## src/rtl/trainer_pkg.sv

```systemverilog
// Shared types for the trainer: operand/error widths, FSM states,
// and the error/magnitude helpers used by the top.
package trainer_pkg;

  typedef logic [7:0] operand_t;
  typedef logic signed [15:0] error_t;

  typedef enum logic [2:0] {
    S_IDLE,
    S_SEND,
    S_WAIT,
    S_ERR,
    S_DRAIN,
    S_REPORT
  } state_e;

  function automatic error_t calc_error(operand_t tgt, operand_t out);
    logic [8:0] d;
    d = {1'b0, tgt} - {1'b0, out};
    return error_t'({{7{d[8]}}, d});
  endfunction

  function automatic logic [15:0] err_mag(error_t e);
    logic [15:0] m;
    m = e[15] ? 16'(-e) : 16'(e);
    return m;
  endfunction

endpackage

```

## src/rtl/trainer.sv

```systemverilog
// Sample sequencer for an external node: forward, error, backward drain.
// Optional loss accumulation is enabled by defining TRAINER_LOSS_EN.
module trainer
  import trainer_pkg::*;
#(
  parameter int N     = 2,
  parameter int EPOCH = 4
) (
  input  logic              clock,
  input  logic              reset,
  input  logic              train,
  input  logic              sample_valid,
  input  logic [N*8-1:0]    sample_data,
  input  logic [7:0]        sample_target,
  output logic              sample_ready,
  output logic              node_train,
  output logic              node_fwd_valid,
  output logic [N*8-1:0]    node_fwd_data,
  input  logic              node_fwd_ready,
  input  logic              node_out_valid,
  input  logic [7:0]        node_out_data,
  output logic              node_out_ready,
  output logic              node_err_valid,
  output logic [15:0]       node_err_data,
  input  logic              node_err_ready,
  input  logic              node_bwd_valid,
  input  logic [N*16-1:0]   node_bwd_data,
  output logic              node_bwd_ready,
  output logic              result_valid,
  output logic [7:0]        result_data,
  output logic [15:0]       result_error,
  input  logic              result_ready,
  output logic [15:0]       epoch_count
`ifdef TRAINER_LOSS_EN
 ,output logic [31:0]       loss_sum,
  output logic [31:0]       loss_epoch
`endif
);

  localparam int CW = (EPOCH > 1) ? $clog2(EPOCH) : 1;
  localparam logic [CW-1:0] LAST = CW'(EPOCH - 1);

  state_e           state_q, state_d;
  logic [N*8-1:0]   data_q, data_d;
  operand_t         target_q, target_d;
  logic             train_q, train_d;
  operand_t         out_q, out_d;
  error_t           err_q, err_d;
  logic [CW-1:0]    cnt_q, cnt_d;
  logic [15:0]      epoch_q, epoch_d;
`ifdef TRAINER_LOSS_EN
  logic [31:0]      lsum_q, lsum_d;
  logic [31:0]      lep_q, lep_d;
`endif

  // Backward gradients are consumed and dropped.
  logic unused_bwd;
  assign unused_bwd = ^node_bwd_data;

  // Handshake signals are pure decodes of the state register.
  assign sample_ready   = (state_q == S_IDLE);
  assign node_fwd_valid = (state_q == S_SEND);
  assign node_out_ready = (state_q == S_WAIT);
  assign node_err_valid = (state_q == S_ERR);
  assign node_bwd_ready = (state_q == S_DRAIN);
  assign result_valid   = (state_q == S_REPORT);
  assign node_train     = train_q & ((state_q == S_SEND) |
                                     (state_q == S_WAIT) |
                                     (state_q == S_ERR)  |
                                     (state_q == S_DRAIN));
  assign node_fwd_data  = data_q;
  assign node_err_data  = err_q;
  assign result_data    = out_q;
  assign result_error   = err_q;
  assign epoch_count    = epoch_q;
`ifdef TRAINER_LOSS_EN
  assign loss_sum       = lsum_q;
  assign loss_epoch     = lep_q;
`endif

  // Next-state, capture and counter logic.
  always_comb begin
    state_d  = state_q;
    data_d   = data_q;
    target_d = target_q;
    train_d  = train_q;
    out_d    = out_q;
    err_d    = err_q;
    cnt_d    = cnt_q;
    epoch_d  = epoch_q;
`ifdef TRAINER_LOSS_EN
    lsum_d   = lsum_q;
    lep_d    = lep_q;
`endif
    unique case (state_q)
      S_IDLE: if (sample_valid) begin
        data_d   = sample_data;
        target_d = sample_target;
        train_d  = train;
        state_d  = S_SEND;
      end
      S_SEND: if (node_fwd_ready) state_d = S_WAIT;
      S_WAIT: if (node_out_valid) begin
        out_d   = node_out_data;
        err_d   = calc_error(target_q, node_out_data);
        state_d = train_q ? S_ERR : S_REPORT;
      end
      S_ERR:   if (node_err_ready) state_d = S_DRAIN;
      S_DRAIN: if (node_bwd_valid) state_d = S_REPORT;
      S_REPORT: if (result_ready) begin
        state_d = S_IDLE;
        if (cnt_q == LAST) begin
          cnt_d   = '0;
          epoch_d = epoch_q + 16'd1;
`ifdef TRAINER_LOSS_EN
          lep_d   = lsum_q + {16'd0, err_mag(err_q)};
          lsum_d  = '0;
`endif
        end else begin
          cnt_d   = cnt_q + CW'(1);
`ifdef TRAINER_LOSS_EN
          lsum_d  = lsum_q + {16'd0, err_mag(err_q)};
`endif
        end
      end
      default: state_d = S_IDLE;
    endcase
  end

  // State and datapath registers with synchronous reset.
  always_ff @(posedge clock) begin
    if (reset) begin
      state_q  <= S_IDLE;
      data_q   <= '0;
      target_q <= '0;
      train_q  <= 1'b0;
      out_q    <= '0;
      err_q    <= '0;
      cnt_q    <= '0;
      epoch_q  <= '0;
`ifdef TRAINER_LOSS_EN
      lsum_q   <= '0;
      lep_q    <= '0;
`endif
    end else begin
      state_q  <= state_d;
      data_q   <= data_d;
      target_q <= target_d;
      train_q  <= train_d;
      out_q    <= out_d;
      err_q    <= err_d;
      cnt_q    <= cnt_d;
      epoch_q  <= epoch_d;
`ifdef TRAINER_LOSS_EN
      lsum_q   <= lsum_d;
      lep_q    <= lep_d;
`endif
    end
  end

endmodule

```

## config.mk

```make
export PLATFORM = sky130hd
export DESIGN_NAME = trainer
export DESIGN_NICKNAME = d
export VERILOG_FILES = /design/src/rtl/trainer_pkg.sv /design/src/rtl/trainer.sv
export SDC_FILE = /design/constraint.sdc
export NUM_CORES = 1
export LEC_CHECK = 0
export CORE_ASPECT_RATIO = 1.75
export CORE_MARGIN = 4
export CORE_UTILIZATION = 40
export CTS_BUF_LIST = sky130_fd_sc_hd__clkbuf_16
export CTS_CLUSTER_DIAMETER = 30
export DETAILED_ROUTE_END_ITERATION = 6
export HOLD_SLACK_MARGIN = 0.03
export PLACE_DENSITY = 0.82
export SLEW_MARGIN = 5
export SYNTH_ARGS = -nofsm -noshare
export SYNTH_HDL_FRONTEND = slang
export SYNTH_SLANG_ARGS = --single-unit
```

## constraint.sdc

```tcl
create_clock -name clock -period 2.5 [get_ports clock]
set_input_delay 0.375 -clock clock [delete_from_list [all_inputs] [get_ports clock]]
set_output_delay 0.375 -clock clock [all_outputs]
set_load 0.05 [all_outputs]
```

==> out/results.tsv, run 1 <==
metric	value	unit
status	finished clean	
number of flops mapped to enable cells by yosys	0	
r2r startpoint	state_q[0]	
H-tree lvl count	3	
Psw	0.000774	W
R2R Setup Slk	0.47	ns
TNS Setup	0	ns
internal power	0.00190	W
Hold Crit Endpoint	node_fwd_data[11]	
Remaining DRCs	0	
Initial DRC Count	116	
Synth warnings	0	
vias	2874	
total grt overflow	0	
postcts setup bufs	0	
slowest library cell on the worst path	clkdlybuf4s50_1	
IO Pins	152	
Logic pwr share	20.6	%
hold path start	node_fwd_data[11]	
crit path max fanout	11	
Pwr Density	615	nW/um2
post-DP HPWL	5770	um
hold path cells	2	
Area after DPL	4100	um2
Sw Share	28.9	%
Final setup viols	0	
Final Non-Filler Cells	562	
Initial Util	41.5	%
Max clock buf depth	2	
cells after synthesis	380	
FF-to-FF path depth	5	
Die Wd	73.7	um
worst min path class	flip-flop to flip-flop	
CP endpoint kind	output pin	
Reg power frac	40.6	%
Num CTS Buffers	9	
reg2reg end	epoch_count[15]	
Synth async-reset ratio	0	%
Max-Cap Viols	0	
Hold Vio Cnt, Final	0	
pins over their slew limit	0	
DP Worst Slack	0.0738	ns
row count	41	
Die Ht	123	um
DRT antenna net count	0	
core area	7280	um2
Clk Latency, worst-skew pair	0.33	ns
IO Port Bufs	119	
Post-Route WL	7790	um
clock share of power	38.8	%
Max transition margin	46.1	%
diode count	0	
syn_nets	464	
syn_area_per_cell	7.95	um2
first-pass detailed-route iteration total	4	
Area Growth Syn to Fin	44.1	%
crit path launch type	flip-flop	
placed instance count	547	
Clk pin slew, worst setup/hold paths	0.05	ns
count of different cell masters after synthesis	45	
CTS tree	done	
Worst Skew	0.00949	ns
DIE AREA	9060	um2
mapped cell area	3020	um2
initial antenna violation count	0	
RSZ-0062 raised after global routing	false	
Max VDD drop	514	uV
Nets	556	
Critical Path, Cell by Cell	nor3b_2 -> clkdlybuf4s50_1	
number of global-route vias before repair	2714	
Top FF cell, synth	dfxtp_1	
smallest hold slack	0.451	ns
post-route cell area	4350	um2
Largest stage delay, worst path	0.87	ns
most common cell after layout, fill and taps aside	clkdlybuf4s50_1	
RePlAce Congestion	0.837	
Crit path max-delay family	buffers and inverters	
actual slew at the worst max-slew pin	0.807	ns
Sink Count	63	
crit share post-route	96.9	%
gr usage total	18.1	%
largest net degree at the start of global routing	41	
min cycle time layout	2.42	ns
share of cells above drive strength 1	4.62	%
sequential area share after synthesis	41.8	%
leakage power total	1.69	nW
crit path buf inv count	1	
first-pass GRT wire length	12700	um
fmax	0.413	GHz
Crit path required time	2.12	ns
most frequent cells in the layout	115 x clkdlybuf4s50_1, 89 x nand2_1, 63 x dfxtp_1	
setup ws final	0.0772	ns
WP data arrival	2.05	ns
number of synthesized register bits	63	
CTS root buf	clkbuf_16	
Via-to-Cell Ratio	5.11	
Setup Crit Path Kind	flip-flop to output pin	
mean routed wirelength per cell	13.9	um
==> Yosys cell counts, drive strengths merged (6+ instances only) <==
master | n | area [um2]
o21ai | 9 | 45.0
ha | 10 | 125
clkbuf | 11 | 41.3
xnor2 | 6 | 52.6
buf | 32 | 224
dfxtp | 63 | 1260
a21oi | 50 | 250
nor2 | 19 | 71.3
nor3 | 7 | 35.0
nand3 | 11 | 60.1
inv | 14 | 52.6
nand2 | 89 | 334
==> worst max path at each step <==
stage                        to  cells after the start  slack [ns]        startpoint
2_1_floorplan        node_train                      3        0.33        state_q[2]
3_3_place_gp   node_err_data[6]                      8        0.11  node_out_data[0]
3_5_place_dp   node_err_data[6]                      8        0.07  node_out_data[0]
4_1_cts              node_train                      3        0.03        state_q[0]
5_1_grt            result_valid                      2        0.03        state_q[0]
6_report         node_out_ready                      2        0.08        state_q[1]
==> tightest hold or removal path: stages (launching register included) <==
cell	delay [ns]
dfxtp_1	0.30
nand2_1	0.05
a21oi_1	0.05
==> cells by family (layout without fill, tap and decap cells) <==
| kind of cell | Yosys count | in the layout | share of synthesized area [%] |
|---|---|---|---|
| flip-flops | 63 | 63 | 41.8 |
| multiplexers | 1 | 1 | 0.373 |
| XOR/XNOR | 11 | 11 | 3.19 |
| AO/OA/AOI/OAI | 77 | 77 | 14.7 |
| AND/OR/NAND/NOR | 160 | 160 | 24.7 |
| adder cells (fa/ha/maj) | 11 | 11 | 4.81 |
| buffers and inverters | 57 | 153 | 10.5 |
==> power groups by stage <==
stage / logic [W] / registers, W / clock network, W
after floorplan: 0.000285 / 0.00119 / 0
after global placement: 0.000546 / 0.00110 / 0
after detailed placement: 0.000554 / 0.00111 / 0
after CTS: 0.000557 / 0.00109 / 0.00107
after global routing: 0.000595 / 0.00109 / 0.00112
final: 0.000551 / 0.00109 / 0.00104
==> flip-flops by register name (all words and copies together) (netlist names) <==
| signal | flops |
|---|---|
| node_err_data | 9 |
| result_data | 8 |
| epoch_count | 16 |
| cnt_q | 2 |
| state_q | 3 |
| target_q | 8 |
| train_q | 1 |
| node_fwd_data | 16 |
==> area by class of cell <==
class                      count  area, um2
multi-input combinational    260       1450
sequential                    63       1260
fill                         671       2930
tap                           86        108
inverter                      14       52.6
clock inverter                 6       23.8
clock buffer                   9        225
timing repair buffer         124       1230
==> metal layers <==
layer / track usage, % / share of wire [%] / vias to the layer above
li1: - / - / 1443
met1: 18.9 / 37 / 1326
met2: 31.9 / 54 / 94
met3: 6.10 / 6.8 / 11
met4: 8.16 / 1.7 / 0
met5: 0 / 0 / -
==> metrics by stage <==
| stage | util [%] | total power [W] |
|---|---|---|
| 3_5_place_dp | 56.2 | 0.00166 |
| 3_3_place_gp | 56.2 | 0.00165 |
| 4_1_cts | 59.7 | 0.00272 |
| 5_1_grt | 59.8 | 0.00281 |
| 2_1_floorplan | - | 0.00147 |
| 6_report | 59.8 | 0.00268 |
==> what timing repair did <==
item	in CTS	in global routing
gates resized for setup	0	3
setup endpoints to repair	0	3
hold buffers	0	0
(Power assumes the default switching activity.)
==> run 2: changes to the inputs <==
--- a/config.mk
+++ b/config.mk
@@ -7,12 +7,13 @@
 export LEC_CHECK = 0
 export CORE_ASPECT_RATIO = 1.75
 export CORE_MARGIN = 4
-export CORE_UTILIZATION = 40
-export CTS_BUF_LIST = sky130_fd_sc_hd__clkbuf_16
+export CORE_UTILIZATION = 41
+export CTS_BUF_LIST = sky130_fd_sc_hd__clkbuf_4 sky130_fd_sc_hd__clkbuf_8
 export CTS_CLUSTER_DIAMETER = 30
 export DETAILED_ROUTE_END_ITERATION = 6
 export HOLD_SLACK_MARGIN = 0.03
-export PLACE_DENSITY = 0.82
+export PLACE_DENSITY = 0.84
+export SETUP_SLACK_MARGIN = 0.3
 export SLEW_MARGIN = 5
 export SYNTH_ARGS = -nofsm -noshare
 export SYNTH_HDL_FRONTEND = slang
==> run 2 against run 1 <==
Effect of this change:
- register-to-register slack better by 0.04 ns
- cell count is 0.18% higher
- sequential power hardly changed
- worst setup slack better by 0.30 ns
- sequential cell count stayed put
- sequential share of layout area is 0.61 points higher
- utilization is 0.28 points lower
==> out/results.tsv, run 2 (synthesis gave the netlist of run 1 again) <==
metric	value	unit	change
status	finished clean		unchanged
Final setup viols	0		unchanged
worst min path class	flip-flop to flip-flop		unchanged
share of cells above drive strength 1	7.13	%	was 4.62%
post-route cell area	4270	um2	was 4350 um2
Hold Vio Cnt, Final	0		unchanged
Nets	558		was 556
Clk pin slew, worst setup/hold paths	0.06	ns	was 0.05 ns
Via-to-Cell Ratio	5.13		was 5.11
Die Wd	72.9	um	was 73.7 um
total grt overflow	0		unchanged
hold path cells	2		unchanged
WP data arrival	1.75	ns	was 2.05 ns
grt peak-use layer	met2		unchanged
grt met3 use	5.04	%	was 6.10%
fmax	0.472	GHz	was 0.413 GHz
Crit path required time	2.12	ns	about the same
mean routed wirelength per cell	13.6	um	was 13.9 um
crit path launch type	flip-flop		unchanged
H-tree lvl count	3		unchanged
met1 usage	17.7	%	was 18.9%
FF-to-FF path depth	5		unchanged
Remaining DRCs	0		unchanged
CTS root buf	clkbuf_8		was clkbuf_16
number of global-route vias before repair	2822		was 2714
hold path start	node_fwd_data[14]		was node_fwd_data[11]
actual slew at the worst max-slew pin	0.809	ns	was 0.807 ns
reg2reg end	epoch_count[15]		unchanged
leakage power total	1.77	nW	was 1.69 nW
vias	2890		was 2874
Sink Count	63		unchanged
R2R Setup Slk	0.51	ns	was 0.47 ns
met2 Usage GRT	32.9	%	was 31.9%
most common cell after layout, fill and taps aside	clkdlybuf4s50_1		unchanged
Max-Cap Viols	0		unchanged
crit share post-route	84.8	%	was 96.9%
DRT antenna net count	0		unchanged
Clk Latency, worst-skew pair	0.33	ns	about the same
RePlAce Congestion	0.852		was 0.837
Num CTS Buffers	9		unchanged
largest net degree at the start of global routing	27		was 41
Max VDD drop	508	uV	was 514 uV
post-DP HPWL	5860	um	was 5770 um
IO Port Bufs	119		unchanged
gr usage total	18.1	%	about the same
core area	7180	um2	was 7280 um2
Area Growth Syn to Fin	41.4	%	was 44.1%
row count	41		unchanged
Setup Crit Path Kind	flip-flop to output pin		unchanged
CTS tree	done		unchanged
Initial Util	42.1	%	was 41.5%
Pwr Density	562	nW/um2	was 615 nW/um2
first-pass GRT wire length	12600	um	was 12700 um
DIE AREA	8860	um2	was 9060 um2
Layout Utilization	59.5	%	was 59.8%
pins over their slew limit	0		unchanged
RSZ-0062 raised after global routing	true		was false
most frequent cells in the layout	95 x clkdlybuf4s50_1, 89 x nand2_1, 61 x dfxtp_1		was 115 x clkdlybuf4s50_1, 89 x nand2_1, 63 x dfxtp_1
IO Pins	152		unchanged
Initial DRC Count	125		was 116
total power	0.00240	W	was 0.00268 W
Max transition margin	46.0	%	was 46.1%
TNS Setup	0	ns	unchanged
Area after DPL	4100	um2	about the same
diode count	0		unchanged
hold buffers post-CTS	0		unchanged
Worst Skew	0.00691	ns	was 0.00949 ns
first-pass detailed-route iteration total	4		unchanged
r2r startpoint	state_q[2]		was state_q[0]
Die Ht	122	um	was 123 um
min cycle time layout	2.12	ns	was 2.42 ns
initial antenna violation count	0		unchanged
CP endpoint kind	output pin		unchanged
crit path max fanout	12		was 11
Max clock buf depth	2		unchanged
Hold Crit Endpoint	node_fwd_data[14]		was node_fwd_data[11]
Post-Route WL	7670	um	was 7790 um
-- run 2: changes by cell type in the layout (fill, tap and decap cells not counted), moves of 2 or more --
cell,before,now
clkbuf_4,0,2
clkbuf_16,9,0
dfxtp_1,63,61
clkdlybuf4s50_1,115,95
dlygate4sd2_1,0,13
inv_1,18,14
buf_4,5,7
clkbuf_8,0,11
dfxtp_2,0,2
dlymetal6s2s_1,3,6
clkbuf_2,0,3
-- run 2: area by class of cell --
type,count,area [um2]
inverters,14,52.6
well taps,86,108
clock buffers,13,166
flip-flops and latches,63,1260
repair buffers,126,1220
multi-input cells,260,1450
fillers,657,2910
clock inverters,1,5.00
-- run 2: where the power goes --
group	total, W	switching, W	internal [W]
registers	0.00109	0.0000370	0.00105
clock network	0.000769	0.000346	0.000424
logic	0.000547	0.000343	0.000204
-- run 2: worst max-delay path by stage --
stage / start / endpoint / slack [ns] / cells past startpoint
floorplan: state_q[2] / node_train / 0.33 / 3
global placement: node_out_data[0] / node_err_data[6] / 0.11 / 8
detailed placement: node_out_data[0] / node_err_data[6] / 0.05 / 8
CTS: node_err_data[8] / result_error[13] / 0.29 / 1
global route: state_q[2] / node_train / 0.24 / 3
finish: state_q[2] / node_train / 0.38 / 3
-- run 2: timing repair --
action	in CTS	in global routing
gates resized for setup	17	17
buffers inserted	0	1
endpoints found under the setup margin	23	12
pin swaps	0	1
-- run 2: per-layer routing --
metal	part of all wire, %	vias to the layer above
met5	0	-
met2	55	91
li1	-	1448
met3	6.2	11
met1	37	1340
met4	2.3	0
-- run 2: worst max-delay path: stages, from the launching register on --
cell and delay (ns):
dfxtp_1 0.57, nor3_2 0.13, nor3_1 0.18, clkdlybuf4s15_1 0.54
-- run 2: stage by stage --
step                setup WS, ns  hold WS (ns)  cells
floorplan                  0.330         0.436    380
global placement           0.110         0.441    548
detailed placement        0.0467         0.446    548
CTS                        0.288         0.441    562
global route               0.244         0.465    563
finish                     0.380         0.452    563
